File: config.mk
export PLATFORM = sky130hd
export DESIGN_NAME = rf_write_arbiter
export DESIGN_NICKNAME = d
export VERILOG_FILES = /design/src/rtl/rf_write_arbiter_pkg.sv /design/src/rtl/rf_write_arbiter_rr_arbiter.sv /design/src/rtl/rf_write_arbiter.sv
export SDC_FILE = /design/constraint.sdc
export NUM_CORES = 1
export LEC_CHECK = 0
export ABC_AREA = 1
export CORE_ASPECT_RATIO = 1.2
export CORE_MARGIN = 2
export CORE_UTILIZATION = 35
export DETAILED_ROUTE_END_ITERATION = 10
export GPL_ROUTABILITY_DRIVEN = 1
export PLACE_DENSITY = 0.72
export SYNTH_ARGS = -nofsm -noshare
export SYNTH_HDL_FRONTEND = slang
export SYNTH_SLANG_ARGS = --single-unit
File: constraint.sdc
create_clock -name clk -period 2 [get_ports clk]
set_input_delay 0.3 -clock clk [delete_from_list [all_inputs] [get_ports clk]]
set_output_delay 0.3 -clock clk [all_outputs]
set_load 0.05 [all_outputs]
File: src/rtl/rf_write_arbiter_pkg.sv
// -----------------------------------------------------------------------------
// rf_arb_pkg
// Shared constants and types for the register-file write arbiter.
//   AW           : register address width (32 registers)
//   DW           : register data width
//   ZERO_REG     : address of the hard-wired zero register, never written
//   NREQ_DEFAULT : default number of writeback sources
//   wr_req_t     : one write request {addr, data}
// -----------------------------------------------------------------------------
package rf_arb_pkg;

    localparam int AW           = 5;
    localparam int DW           = 32;
    localparam int NREQ_DEFAULT = 3;

    localparam logic [AW-1:0] ZERO_REG = 5'd0;

    typedef struct packed {
        logic [AW-1:0] addr;
        logic [DW-1:0] data;
    } wr_req_t;

endpackage

File: src/rtl/rf_write_arbiter_rr_arbiter.sv
// -----------------------------------------------------------------------------
// rr_arbiter
// Round-robin arbiter with a registered rotating priority pointer.
// The search starts at the pointer and the first asserted request wins; the
// pointer moves to just past the winner only when the caller reports that the
// grant was consumed (advance).
// Ports:
//   clk     in   clock, rising edge
//   rst     in   asynchronous active-low reset (pointer returns to 0)
//   req     in   N request lines
//   advance in   grant consumed this cycle, rotate pointer
//   grant   out  N one-hot grant (all zero when no request)
//   gidx    out  binary index of the winner (0 when no request)
// -----------------------------------------------------------------------------
module rr_arbiter #(
    parameter int N  = 3,
    parameter int PW = (N > 1) ? $clog2(N) : 1
) (
    input  logic          clk,
    input  logic          rst,
    input  logic [N-1:0]  req,
    input  logic          advance,
    output logic [N-1:0]  grant,
    output logic [PW-1:0] gidx
);

    logic [PW-1:0] r_ptr;
    logic          w_found;

    // Walk the requesters starting at the pointer, wrapping modulo N.
    always_comb begin
        int idx;
        grant   = '0;
        gidx    = '0;
        w_found = 1'b0;
        idx     = 0;
        for (int k = 0; k < N; k++) begin
            idx = int'(r_ptr) + k;
            if (idx >= N) begin
                idx = idx - N;
            end
            if (!w_found && req[idx]) begin
                w_found    = 1'b1;
                grant[idx] = 1'b1;
                gidx       = PW'(idx);
            end
        end
    end

    always_ff @(posedge clk or negedge rst) begin
        if (!rst) begin
            r_ptr <= '0;
        end else if (advance) begin
            r_ptr <= (int'(gidx) == N - 1) ? '0 : gidx + PW'(1);
        end
    end

endmodule

File: src/rtl/rf_write_arbiter.sv
// -----------------------------------------------------------------------------
// rf_write_arbiter
// Shares the single register-file write port among NREQ writeback sources.
// One round-robin grant per cycle; the winner's {addr, data} is staged in a
// registered output stage that drives the register file the next cycle.
// Also publishes a pending-write mask for the hazard unit and a count of
// committed (nonzero-address) writes.
// Ports:
//   clk          in   clock, rising edge
//   rst          in   asynchronous active-low reset
//   req_valid    in   [NREQ]      requester i offers a write
//   req_addr     in   [NREQ*AW]   destination register, requester i at slice i
//   req_data     in   [NREQ*DW]   write data, requester i at slice i
//   req_ready    out  [NREQ]      one-hot grant, combinational
//   rf_we        out              register-file write enable
//   rf_addr      out  [AW]        register-file write address
//   rf_wdata     out  [DW]        register-file write data
//   pending_mask out  [2^AW]      registers with a write offered or staged
//   wr_count     out  [32]        committed write counter, wraps
// -----------------------------------------------------------------------------
module rf_write_arbiter
    import rf_arb_pkg::*;
#(
    parameter int NREQ = NREQ_DEFAULT
) (
    input  logic                 clk,
    input  logic                 rst,
    input  logic [NREQ-1:0]      req_valid,
    input  logic [NREQ*AW-1:0]   req_addr,
    input  logic [NREQ*DW-1:0]   req_data,
    output logic [NREQ-1:0]      req_ready,
    output logic                 rf_we,
    output logic [AW-1:0]        rf_addr,
    output logic [DW-1:0]        rf_wdata,
    output logic [(1<<AW)-1:0]   pending_mask,
    output logic [31:0]          wr_count
);

    localparam int PW = (NREQ > 1) ? $clog2(NREQ) : 1;

    wr_req_t            w_reqs [NREQ];
    wr_req_t            w_sel;
    logic [NREQ-1:0]    w_grant;
    logic [PW-1:0]      w_gidx;
    logic               w_hs;
    logic [(1<<AW)-1:0] w_pend;

    logic               r_we;
    logic [AW-1:0]      r_addr;
    logic [DW-1:0]      r_wdata;
    logic [31:0]        r_wr_count;

    generate
        for (genvar gi = 0; gi < NREQ; gi++) begin : g_unpack
            assign w_reqs[gi] = {req_addr[gi*AW +: AW], req_data[gi*DW +: DW]};
        end
    endgenerate

    rr_arbiter #(
        .N  (NREQ),
        .PW (PW)
    ) u_rr (
        .clk     (clk),
        .rst     (rst),
        .req     (req_valid),
        .advance (w_hs),
        .grant   (w_grant),
        .gidx    (w_gidx)
    );

    // No grant may be visible while reset is held, even though the arbiter
    // would otherwise pick a winner from live valids.
    assign req_ready = rst ? w_grant : '0;

    // The grant only ever selects a valid requester, so any ready bit is a
    // completed handshake.
    assign w_hs  = |req_ready;
    assign w_sel = w_reqs[w_gidx];

    // Output stage never stalls: the register file takes a write every cycle.
    // A $zero write still consumes its grant but is never enabled.
    always_ff @(posedge clk or negedge rst) begin
        if (!rst) begin
            r_we       <= 1'b0;
            r_addr     <= '0;
            r_wdata    <= '0;
            r_wr_count <= '0;
        end else begin
            r_we <= w_hs && (w_sel.addr != ZERO_REG);
            if (w_hs) begin
                r_addr  <= w_sel.addr;
                r_wdata <= w_sel.data;
            end
            if (r_we) begin
                r_wr_count <= r_wr_count + 32'd1;
            end
        end
    end

    // Pending covers both offered requests and the staged write; register 0
    // is forced clear because it can never hold a hazard.
    always_comb begin
        w_pend = '0;
        for (int i = 0; i < NREQ; i++) begin
            if (req_valid[i]) begin
                w_pend[w_reqs[i].addr] = 1'b1;
            end
        end
        if (r_we) begin
            w_pend[r_addr] = 1'b1;
        end
        w_pend[ZERO_REG] = 1'b0;
    end

    assign rf_we        = r_we;
    assign rf_addr      = r_addr;
    assign rf_wdata     = r_wdata;
    assign pending_mask = w_pend;
    assign wr_count     = r_wr_count;

endmodule

* Yosys cells after proc, flatten, opt, wreduce, memory -nomap -nowiden
Index checks and enable logic that the tools add are counted.
Word-level totals: input bits 116, flip-flop bits (word level) 72, output and inout port bits 105, logic and storage cells 94
Cells by class: reduce and logical (&&, ||, !) cells 14, add/sub/neg operators 7, bitwise gates (word level) 6, muxes and demuxes 43, eq/ne operators 1, magnitude comparators 18
Operator list (count):
- 32-bit two-way mux | 7
- 32-bit by 1-bit >= comparator with 1-bit output (second input constant) | 3
- 32-bit by 4-bit < comparator with 1-bit output (second input constant) | 3
- 32-bit OR | 3
- 37-bit binary-select mux with 2-bit select | 1
- 37-bit two-way mux | 2
- 32-bit by 3-bit >= comparator with 1-bit output (second input constant) | 2
- 32-bit by 3-bit subtractor with 32-bit output (second input constant) | 2
- 32-bit by 1-bit adder with 32-bit output (second input constant) | 1
- 5-bit by 6-bit < comparator with 1-bit output (second input constant) | 4
- 1-bit demux with 5-bit select | 4
- 5-bit by 1-bit >= comparator with 1-bit output (second input constant) | 4
- 1-bit two-way mux | 15
- 3-bit two-way mux | 4
- 1-bit logical AND | 10
- 2-bit two-way mux | 4
- 1-bit binary-select mux with 2-bit select | 3
- 1-bit demux with 2-bit select | 3
- 3-bit OR | 2
- 5-bit nonzero test | 1
- 2-bit by 1-bit adder with 3-bit output (second input constant) | 1
- 2-bit by 2-bit adder with 3-bit output (second input constant) | 1
- 3-bit >= comparator (second input constant) | 1
- 2-bit inverter with 3-bit output | 1
- other kinds (6) | 7

* Longest topological paths before layout
depth in word-level cells 18, gate-level depth with buffers 19, mapped depth without buffers 18

* By module
Synthesis repeated with hierarchy kept, for this count alone.
Second synthesis, totals: cell total of the unflattened synthesis 771, area total of the unflattened synthesis 5228.8 um^2
By module, submodules not included:
- rf_write_arbiter | sequential area each 1751.7 um^2, area an instance 4847.1 um^2, times used 1, cells each 708
- rr_arbiter | sequential area each 50.0 um^2, area an instance 381.6 um^2, times used 1, cells each 63

* Least setup slack after synthesis
OpenSTA, ideal clock, no wires.
path type flip-flop to output port, from reg r_we (netlist: rf_we), to out pending_mask[11], data required time 1700 ps, buffers on the path 1, arrival 1997 ps, cell stages (with the launch flop) 4, path slack -297 ps, path through dfrtp_1 > buf_2 > nand3_1 > o221ai_1
On the way: longest elaborated chain between the ends 1
Ends and longest elaborated chain:
- start, declared | RTL line rf_write_arbiter.sv:48 | logic r_we;
- start signal, assigned | RTL line rf_write_arbiter.sv:89 | r_we <= w_hs && (w_sel.addr != ZERO_REG);
- 32-bit two-way mux | RTL line rf_write_arbiter.sv:109 | if (r_we) begin
- end, declared | RTL line rf_write_arbiter.sv:35 | output logic [(1<<AW)-1:0] pending_mask,
Every way passes these cells.

* Final worst setup path
from reg u_rr.r_ptr[1], to out req_ready[0]
On the way: longest elaborated chain between the ends 13, elaborated cells on any way between the ends 47, those cells by class add/sub: 5; order compare: 9; mux: 24; bitwise: 2; reduce/logical: 7
Ends and longest elaborated chain:
- start, declared | RTL line rf_write_arbiter_rr_arbiter.sv:27 | logic [PW-1:0] r_ptr;
- start signal, assigned | RTL line rf_write_arbiter_rr_arbiter.sv:54 | r_ptr <= (int'(gidx) == N - 1) ? '0 : gidx + PW'(1);
- parallel branches: the longest is 11 deep, another holds 32-bit by 3-bit subtractor with 32-bit output
- 3-bit two-way mux (*) | RTL line rf_write_arbiter_rr_arbiter.sv:42 | if (!w_found && req[idx]) begin
- 3-bit two-way mux (*) | RTL line rf_write_arbiter.sv:73 | assign req_ready = rst ? w_grant : '0;
- end, declared | RTL line rf_write_arbiter.sv:31 | output logic [NREQ-1:0] req_ready,
Mark *: on every way between the ends. The select of a mux whose other input is x is not followed.

==> results.md <==
- Number of cells produced by synthesis: 655
- Flops & latches, synth: 72
- Commonest non-fill, non-tap cells in the layout: sky130_fd_sc_hd__clkdlybuf4s50_1, sky130_fd_sc_hd__nand2_1, sky130_fd_sc_hd__buf_4
- Required time worst endpoint: 1.70 ns
- Die H: 135 µm
- Sequential Power Share: 13.6%
- Net count, final: 1108
- Final weighted congestion of routability-driven global placement: 0.976
- Number of global-route vias before repair: 6452
- Fraction of synthesized cell area taken by the top area cell type: 35.9%
- Largest stage delay, worst path: 0.45 ns
- Smallest setup slack after layout: -0.355 ns
- CP Capture Type: primary output
- Max Root-Sink Buffers: 2
- Root Buffer Master: sky130_fd_sc_hd__clkbuf_16
- Clock latency reported for the late side of the worst-skew pair: 0.34 ns
- Final hold vios: 0
- Instance count on the critical path: 10
- Most common library cell in the layout ignoring fill and taps: sky130_fd_sc_hd__clkdlybuf4s50_1
- Number of buffer and inverter instances along the worst setup path: 4
- Width of the chip: 113 µm
- Violated checks: DRC, setup timing
- Synthesis Warnings: 0
- Per-cell via count in the routed design: 5.66
- Fraction of layout cells with a size suffix above 1: 38.6%
- First-pass GRT wire length: 33300 µm
- Internal power consumption: 9.88 mW
- Mapped Avg Cell Area: 7.65 µm²
- Clock tree from TritonCTS: yes
- Post-DP HPWL: 14900 µm
- Count of cell types in the netlist: 37
- Critical path startpoint category: flip-flop
- Worst Clk Skew: 0.00724 ns
- Drt first-iter violations: 498
- Category of cells accounting for the largest share of critical-path delay: flip-flops
- Effective utilization at floorplan: 36.1%
- Initial DRT Pass Iterations: 8
- Routed WL: 23500 µm
- Total routing resource utilization after global routing: 27.3%
- Setup slack of the worst register-to-register path: -0.32 ns
- Die Footprint: 0.0153 mm²
- Number of H-tree levels: 3
- Upper clock frequency limit: 425 MHz
- Switching fraction of total power: 47.7%
- Total DRC errors in the routed layout: 19
- Worst supply voltage drop on vdd: 849 µV
- Worst r2r path cells: 13
- TritonCTS Sinks: 72
- Total congestion overflow after global routing: 0
- Pwr Total: 18.9 mW
- Boundary pin count: 221
- Max-Slew Margin vs Limit: 60.9%
- Met1 usage in global routing: 32.5%
- GRT met2 Usage: 48.5%
- Top cell type by total area after synthesis: sky130_fd_sc_hd__dfrtp_1
- Start point of the critical path: u_rr.r_ptr[1]$_DFFE_PN0P_
- Final Critical Period: 2.35 ns
- Antenna violations before repair: 0
- Antenna Nets Post-Route: 0
- Final core utilization: 74.1%
- Post-route clock period utilization: 118%
- Clock edge transition at the registers on the reported setup and hold paths: 0.06 ns
- Final setup viols: 43
- CP Data Arrival Time: 2.05 ns
- Psw: 8.99 mW
- Via count: 6583
- Post-synthesis cell area: 0.00501 mm²
- Wire length per cell after detailed routing: 20.2 µm
- Outcome: finished with violations
- Clock power share: 10.4%
- Leakage dissipation: 4.27 nW
- Layer with the highest usage: met2
- Met3 Track Usage GR: 5.21%
- Startpoint-to-endpoint class of the critical path: reg -> out
- Top post-synthesis cells by area: sky130_fd_sc_hd__dfrtp_1, sky130_fd_sc_hd__nand2_1, sky130_fd_sc_hd__nand3_1
- Number of maximum-capacitance violations: 0
- Critical Path Slowest Stage Cell: sky130_fd_sc_hd__dfrtp_2
- Endpoint of the lowest-slack register-to-register path: rf_wdata[10]$_DFFE_PN0P_
- Syn nets: 776
- Transition at the pin with the smallest max-transition slack: 0.585 ns
- Worst reg2reg path startpoint: u_rr.r_ptr[1]$_DFFE_PN0P_
- Antenna diode count: 0
- Sequential element share of the synthesized area: 35.9%
- Relative contribution of combinational cells to total power: 76.0%
- Setup total negative slack: -10.79 ns
- Area overhead of the layout relative to synthesis: 105%
- Cell Chain, Critical Path: inv_2 -> ha_2 -> nand3_1 -> nand2_4 -> nand2_2 -> o21ai_2 -> o21ai_2 -> buf_4 -> inv_2 -> buf_12
- Fin. max-slew vios: 0
- Worst hold path class: in -> async
- Maximum fanout along the worst path: 5
- RSZ-0062 raised after global routing: true
- Power per cell area: 1830 mW/mm²
- Core Rows: 47
- Total CTS buffers: 9
- Number of buffers added on ports: 219
- Setup crit end: req_ready[0]
- Largest net degree at the start of global routing: 44
- Core area: 0.0139 mm²
==> cell families (layout without fill, tap and decap cells) <==
group	Yosys count	after routing	synth area share [%]
AND/OR/NAND/NOR	307	307	26.9
AO/OA/AOI/OAI	143	143	21.8
buffers and inverters	96	433	8.59
flip-flops	72	72	35.9
XOR/XNOR	31	31	5.42
adder cells (fa/ha/maj)	5	5	1.25
other	1	1	0.0748
==> worst reg2reg max path, delay by kind of cell, from the launching register on <==
kind	cells	cell delay, ns
flip-flops	1	0.45
adder cells (fa/ha/maj)	1	0.27
AND/OR/NAND/NOR	4	0.47
AO/OA/AOI/OAI	3	0.43
buffers and inverters	5	0.62
==> area by class of cell <==
class | instances | area (µm²)
Clock buffer | 12 | 267
Multi-Input combinational cell | 487 | 3700
Sequential cell | 72 | 1810
Inverter | 68 | 285
Tap cell | 171 | 214
Fill cell | 937 | 3590
Clock inverter | 4 | 98.8
Timing Repair Buffer | 349 | 3910
==> power groups by stage <==
| stage | Clock [mW] | Sequential (mW) | Combinational, mW |
|---|---|---|---|
| floorplan | 0 | 3.81 | 4.74 |
| global placement | 0 | 2.39 | 9.82 |
| detailed placement | 0 | 2.40 | 9.93 |
| CTS | 1.96 | 2.44 | 12.1 |
| global route | 2.04 | 2.61 | 15.1 |
| finish | 1.96 | 2.57 | 14.3 |
==> worst min-delay path by stage <==
| stage | startpoint | endpoint | slack [ns] | cells after the start |
|---|---|---|---|---|
| after global routing | rst | rf_addr[4]$_DFFE_PN0P_ | 0.08 | 2 |
| after detailed placement | rst | u_rr.r_ptr[0]$_DFFE_PN0P_ | 0.40 | 2 |
| after floorplan | rst | rf_addr[0]$_DFFE_PN0P_ | 0.004 | 0 |
| after global placement | rst | u_rr.r_ptr[0]$_DFFE_PN0P_ | 0.40 | 2 |
| after CTS | rst | rf_wdata[10]$_DFFE_PN0P_ | 0.05 | 2 |
| final | rst | rf_wdata[10]$_DFFE_PN0P_ | 0.05 | 2 |
==> synthesized netlist by cell type <==
cell type / number
sky130_fd_sc_hd__a21boi_0: 4
sky130_fd_sc_hd__a21oi_1: 18
sky130_fd_sc_hd__a221oi_1: 1
sky130_fd_sc_hd__a22oi_1: 35
sky130_fd_sc_hd__a22oi_2: 3
sky130_fd_sc_hd__a31oi_1: 2
sky130_fd_sc_hd__a31oi_2: 12
sky130_fd_sc_hd__a41oi_1: 3
sky130_fd_sc_hd__buf_2: 14
sky130_fd_sc_hd__buf_4: 2
sky130_fd_sc_hd__buf_6: 6
sky130_fd_sc_hd__clkbuf_1: 6
sky130_fd_sc_hd__conb_1: 1
sky130_fd_sc_hd__dfrtp_1: 72
sky130_fd_sc_hd__ha_1: 5
sky130_fd_sc_hd__inv_1: 63
sky130_fd_sc_hd__inv_2: 5
sky130_fd_sc_hd__nand2_1: 134
sky130_fd_sc_hd__nand2_2: 3
sky130_fd_sc_hd__nand3_1: 74
sky130_fd_sc_hd__nand3_2: 1
sky130_fd_sc_hd__nand3b_1: 1
sky130_fd_sc_hd__nand4_1: 5
sky130_fd_sc_hd__nor2_1: 50
sky130_fd_sc_hd__nor3_1: 35
sky130_fd_sc_hd__nor3b_2: 1
sky130_fd_sc_hd__nor4_1: 1
sky130_fd_sc_hd__nor4_2: 1
sky130_fd_sc_hd__nor4b_2: 1
sky130_fd_sc_hd__o211ai_1: 10
sky130_fd_sc_hd__o21ai_0: 14
sky130_fd_sc_hd__o21ai_1: 8
sky130_fd_sc_hd__o21ai_2: 3
sky130_fd_sc_hd__o221ai_1: 29
sky130_fd_sc_hd__o22a_1: 1
sky130_fd_sc_hd__xnor2_1: 10
sky130_fd_sc_hd__xor2_1: 21
==> registers in the layout, summed over array words and instances (netlist names) <==
signal / flops
rf_addr: 5
wr_count: 32
u_rr.r_ptr: 2
rf_wdata: 32
rf_we: 1
==> per-layer routing <==
| metal | wire length, µm | part of all wire (%) | up-vias |
|---|---|---|---|
| met3 | 1750 | 7.5 | 97 |
| met1 | 8600 | 37 | 3102 |
| met4 | 1000 | 4.3 | 0 |
| met2 | 12100 | 52 | 402 |
| met5 | 0 | 0 | - |
| li1 | - | - | 2982 |
==> what timing repair did <==
item / CTS / global route
gates cloned: 6 / 6
setup buffers: 22 / 11
pin swaps: 25 / 33
gates resized for setup: 144 / 112
hold buffers: 0 / 0
setup endpoints to repair: 74 / 72
==> metrics by stage <==
stage	hold WS [ns]	worst slack [ns]	std cells	area [µm²]
2_1_floorplan	0.00441	-0.107	655	5180
3_3_place_gp	0.397	-0.349	1103	8490
3_5_place_dp	0.403	-0.332	1103	8490
4_1_cts	0.0516	-0.337	1147	9660
5_1_grt	0.0750	-0.435	1163	10300
6_report	0.0464	-0.355	1163	10300
Note: power is estimated with default switching activity, not from simulation.
